--- config.mk ---
export PLATFORM = sky130hd
export DESIGN_NAME = cmp_share_arbiter
export DESIGN_NICKNAME = d
export VERILOG_FILES = /design/src/rtl/cmp_share_arbiter.sv
export SDC_FILE = /design/constraint.sdc
export NUM_CORES = 1
export LEC_CHECK = 0
export BUFFER_PORTS_ARGS = -buffer_cell sky130_fd_sc_hd__clkbuf_2
export CAP_MARGIN = 20
export CORE_ASPECT_RATIO = 1.4
export CORE_MARGIN = 2
export CORE_UTILIZATION = 47
export DETAILED_ROUTE_END_ITERATION = 6
export HOLD_SLACK_MARGIN = 0.15
export MAX_ROUTING_LAYER = met4
export PLACE_DENSITY = 0.86
export RECOVER_POWER = 25
export SLEW_MARGIN = 40
export SYNTH_ARGS = -nofsm -noshare
export SYNTH_HDL_FRONTEND = slang
export SYNTH_SLANG_ARGS = --single-unit
--- constraint.sdc ---
create_clock -name clk -period 2.8 [get_ports clk]
set_input_delay 0.14 -clock clk [delete_from_list [all_inputs] [get_ports clk]]
set_output_delay 0.14 -clock clk [all_outputs]
set_load 0.1 [all_outputs]
--- src/rtl/cmp_share_arbiter.sv ---
// Purpose: round-robin share of one 8-bit magnitude comparator between NUM_REQ requesters.
// Latency: accept in cycle N, comparator sampled in N+1, one-cycle rsp_valid pulse in N+2.
// Backpressure: req_ready only in IDLE/RESP (one comparison per 2 cycles); responses cannot be stalled.
module cmp_share_arbiter #(
  parameter int NUM_REQ = 4,
  parameter int DATA_W  = 8
) (
  input  logic                      clk,
  input  logic                      rst_n,
  input  logic [NUM_REQ-1:0]        req_valid,
  output logic [NUM_REQ-1:0]        req_ready,
  input  logic [NUM_REQ*DATA_W-1:0] req_a,
  input  logic [NUM_REQ*DATA_W-1:0] req_b,
  output logic [DATA_W-1:0]         cmp_a,
  output logic [DATA_W-1:0]         cmp_b,
  input  logic                      cmp_gt,
  input  logic                      cmp_eq,
  input  logic                      cmp_lt,
  output logic [NUM_REQ-1:0]        rsp_valid,
  output logic                      rsp_gt,
  output logic                      rsp_eq,
  output logic                      rsp_lt,
  output logic                      busy,
  output logic                      err
);

  localparam int PTR_W = (NUM_REQ > 1) ? $clog2(NUM_REQ) : 1;

  typedef enum logic [1:0] {
    ST_IDLE  = 2'd0,
    ST_ISSUE = 2'd1,
    ST_RESP  = 2'd2
  } state_t;

  state_t state, state_nxt;

  logic [PTR_W-1:0]   rr_ptr;
  logic [PTR_W-1:0]   rr_ptr_nxt;
  logic [PTR_W-1:0]   owner_id;
  logic [PTR_W-1:0]   grant_idx;
  logic [PTR_W-1:0]   scan_idx;
  logic [PTR_W:0]     scan_sum;
  logic               grant_found;
  logic [NUM_REQ-1:0] grant_vec;
  logic               accept_en;
  logic               accept;
  logic [2:0]         cmp_triple;
  logic               cmp_onehot;

  // Unpack the flattened operand buses so a requester index selects a whole operand.
  logic [DATA_W-1:0] op_a [NUM_REQ];
  logic [DATA_W-1:0] op_b [NUM_REQ];

  for (genvar gi = 0; gi < NUM_REQ; gi++) begin : g_unpack
    assign op_a[gi] = req_a[gi*DATA_W +: DATA_W];
    assign op_b[gi] = req_b[gi*DATA_W +: DATA_W];
  end

  // Round-robin search: first valid requester at or after rr_ptr, wrapping around.
  always_comb begin
    grant_found = 1'b0;
    grant_idx   = '0;
    grant_vec   = '0;
    scan_sum    = '0;
    scan_idx    = '0;
    for (int k = 0; k < NUM_REQ; k++) begin
      scan_sum = {1'b0, rr_ptr} + (PTR_W+1)'(k);
      if (scan_sum >= (PTR_W+1)'(NUM_REQ)) begin
        scan_sum = scan_sum - (PTR_W+1)'(NUM_REQ);
      end
      scan_idx = scan_sum[PTR_W-1:0];
      if (!grant_found && req_valid[scan_idx]) begin
        grant_found = 1'b1;
        grant_idx   = scan_idx;
      end
    end
    if (grant_found) begin
      grant_vec[grant_idx] = 1'b1;
    end
  end

  // New work is taken only when no comparison is in flight; reset forces ready low.
  assign accept_en = rst_n && ((state == ST_IDLE) || (state == ST_RESP));
  assign accept    = accept_en && grant_found;
  assign req_ready = accept_en ? grant_vec : '0;

  // Pointer moves one past the winner so it becomes lowest priority next time.
  assign rr_ptr_nxt = (grant_idx == PTR_W'(NUM_REQ-1)) ? '0 : grant_idx + 1'b1;

  assign cmp_triple = {cmp_gt, cmp_eq, cmp_lt};
  assign cmp_onehot = (cmp_triple == 3'b100) || (cmp_triple == 3'b010) ||
                      (cmp_triple == 3'b001);

  // State register.
  always_ff @(posedge clk or negedge rst_n) begin
    if (!rst_n) begin
      state <= ST_IDLE;
    end else begin
      state <= state_nxt;
    end
  end

  // Next-state: an accept always leads to ISSUE, ISSUE always to RESP.
  always_comb begin
    state_nxt = state;
    case (state)
      ST_IDLE:  state_nxt = accept ? ST_ISSUE : ST_IDLE;
      ST_ISSUE: state_nxt = ST_RESP;
      ST_RESP:  state_nxt = accept ? ST_ISSUE : ST_IDLE;
      default:  state_nxt = ST_IDLE;
    endcase
  end

  // State-decoded outputs: busy during ISSUE, response pulse to the owner during RESP.
  always_comb begin
    busy      = 1'b0;
    rsp_valid = '0;
    case (state)
      ST_ISSUE: busy = 1'b1;
      ST_RESP:  rsp_valid[owner_id] = 1'b1;
      default:  ;
    endcase
  end

  // Datapath: latch winner's operands on accept, capture comparator result in ISSUE.
  always_ff @(posedge clk or negedge rst_n) begin
    if (!rst_n) begin
      rr_ptr   <= '0;
      owner_id <= '0;
      cmp_a    <= '0;
      cmp_b    <= '0;
      rsp_gt   <= 1'b0;
      rsp_eq   <= 1'b0;
      rsp_lt   <= 1'b0;
      err      <= 1'b0;
    end else begin
      if (accept) begin
        rr_ptr   <= rr_ptr_nxt;
        owner_id <= grant_idx;
        cmp_a    <= op_a[grant_idx];
        cmp_b    <= op_b[grant_idx];
      end
      if (state == ST_ISSUE) begin
        rsp_gt <= cmp_gt;
        rsp_eq <= cmp_eq;
        rsp_lt <= cmp_lt;
        // A malformed result is still forwarded raw; err stays set until reset.
        if (!cmp_onehot) begin
          err <= 1'b1;
        end
      end
    end
  end

endmodule

==> qor.yml <==
clocking:
  root_buffer: "clkbuf_8"
  cts_buffers: 3
  cts_tree: "built"
  ctsResizeCount: 0
  ctsLongestPathBuffers: 2
  clk_pin_slew_ps: 90
  cts_max_level: 1
  clk_latency_ps: 260
  clock_sinks: 26
sta:
  hold_viol_final: 0
  relSlewSlack: 0.0450
  finalMaxSlewViolations: 0
  fin_crit_ps: 2300
  fin_skew_ps: 4.88
  worst-slew-pin-transition_ps: 1430
  finalCritPeriodShare: 0.823
  setup_viol: 0
  rsz0062_at_grt: "no"
  fmax_mhz: 434
  setup_tns_ps: 0
route:
  postRouteAntennaNets: 0
  drt_iter0_drc: 57
  vias: 1869
  drtPass1Iterations: 4
  post-route-drc-count: 0
  wire_per_inst_um: 14.7
  via_per_inst: 5.61
  wirelength_um: 4880
synth:
  netlist_instances: 192
  async_flop_share: 1.00
  yosys_warnings: 0
  ys_seq_area_frac: 0.377
  yosysUniqueCellTypes: 32
  yosys_most_used_dff: "dfrtp_1"
  synth.ff_latch_count: 26
  synth_nets: 266
  syn_avg_cell_area_um2: 9.00
  synth_edf_count: 0
  syn-cell-area_mm2: 0.00173
worst_hold_path:
  min-delay-path-class: "in2reg"
  worst_hold_startpoint: "req_a[27]"
  min_delay_path_depth: 3
  hold_path_end: "cmp_a[3]"
setup_path:
  reg2regPathDepth: 6
  start_kind: "flop"
  cp-end-kind: "output port"
  critical_path_arrival_ps: 2160
  worst_ep_required_time_ps: 2660
  rr_endpoint: "cmp_a[5]"
  reg2reg_setup_slack_ps: 900
  crit_type: "reg2out"
  crit_fanout: 19
  r2r-start: "rr_ptr[0]"
power:
  power_density_mw_per_mm2: 1110
  leakage_nw: 1.24
  p_clk_frac: 0.077
  swShare: 0.613
  p_comb_frac: 0.691
  vdd_drop_max_mv: 0.638
  cellInternalPower_mw: 1.03
  p_sw_mw: 1.62
  seqPwrFrac: 0.232
floorplanning:
  die_area_mm2: 0.00418
  initial_core_util: 0.483
  die_h_um: 75.7
  std_cell_rows: 26
  core_mm2: 0.00358
  ios: 102
  die_x_um: 55.2
placed_design:
  dp_cells: 326
  port_buffers: 101
  place.gp.congestion: 0.854
  hpwl_um: 3710
layout:
  final_common_cell: "clkbuf_2"
  finalNetCount: 367
  syn2layout_area_growth_pct: 37.7
  drive_gt1_frac: 0.423
  fin_util: 0.665
  final_cell_mix: "clkbuf_2, nand2_1, and3_1, dfrtp_1, a211oi_1"
  n_antenna_cell: 0
  instances_no_fill: 333
grt:
  grt_util_met2: 0.481
  grt_remaining_overflow: 0
  grt_pass1_vias: 1934
  antenna_found_initial: 0
  grt_use_met1: 0.238
  grt_max_degree: 39
  grt_first_pass_wirelength_um: 8050
  grt_usage: 0.245
  met3_usage: 0.0323
  busiest_layer: "met2"
outcome:
  status: "finished, final reports clean"
flow_run:
  max_cap_viol_count: 0
-- stage by stage --
stage,hold WS [ps],setup slack [ps],power [mW],cell area (um2)
finish,219,495,2.65,2380
global route,233,356,2.80,2380
CTS,220,485,2.66,2380
detailed placement,169,777,2.45,2300
global placement,174,846,2.41,2300
floorplan,-156,-673,2.11,1730
-- state kept, by name, summed over array words and instances, names as in the netlist, 2 cells and up --
| name | count |
|---|---|
| rr_ptr | 2 |
| cmp_a | 8 |
| owner_id | 2 |
| cmp_b | 8 |
| state | 2 |
-- worst max-delay path by stage --
stage	endpoint	start	slack (ps)	cells past startpoint
after floorplan	rsp_valid[1]	state[0]	-670	1
after global placement	req_ready[2]	rr_ptr[1]	850	5
after detailed placement	req_ready[3]	rr_ptr[1]	780	6
after CTS	req_ready[3]	rr_ptr[1]	480	6
after global routing	req_ready[3]	rr_ptr[1]	360	6
final	req_ready[3]	rr_ptr[1]	500	6
-- worst max-delay path: stages (launching register included) --
cell and delay [ps]:
dfrtp_1 510, a21oi_2 110, o32ai_4 490, inv_4 220, ha_1 240, and2_1 170, buf_12 170
-- kinds of logic after synthesis --
| group | share of synthesized area |
|---|---|
| AO/OA/AOI/OAI | 0.294 |
| XOR/XNOR | 0.00507 |
| buffers and inverters | 0.0579 |
| adder cells (fa/ha/maj) | 0.00724 |
| flip-flops | 0.377 |
| AND/OR/NAND/NOR | 0.259 |
-- power by group through the flow --
stage	Clock [mW]	Combinational (mW)	Sequential, mW
2_1_floorplan	0	0.718	1.40
3_3_place_gp	0	1.80	0.612
3_5_place_dp	0	1.83	0.617
4_1_cts	0.212	1.84	0.610
5_1_grt	0.224	1.94	0.631
6_report	0.204	1.83	0.614
-- cell usage after synthesis, drive strengths merged (2+ instances only) --
cell,count,area share
nand2,33,0.073
a21oi,3,0.011
o31ai,17,0.074
and3,32,0.12
nand2b,4,0.014
clkbuf,8,0.017
o21ai,4,0.012
inv,5,0.012
nor2,3,0.0065
a211oi,32,0.16
nor2b,2,0.0072
buf,7,0.028
dfrtp,26,0.38
and2,3,0.011
nor4bb,2,0.012
-- layer usage --
metal | vias to the layer above | share of wire
met4 | 0 | 0.019
met1 | 859 | 0.39
met3 | 10 | 0.043
met5 | - | 0
met2 | 74 | 0.55
li1 | 926 | -
-- repair_timing --
action / in CTS / in global routing
endpoints found under the hold margin: 29 / 0
setup buffers: 0 / 0
hold buffers: 4 / 0
endpoints found under the setup margin: 0 / 0
-- cell type report --
cell class | instances | area (um2)
clock buffers | 3 | 41.3
well taps | 42 | 52.6
inverters | 5 | 21.3
flip-flops and latches | 26 | 651
repair buffers | 111 | 617
fillers | 317 | 1200
multi-input cells | 146 | 997
Note: power is estimated with default switching activity, not from simulation.
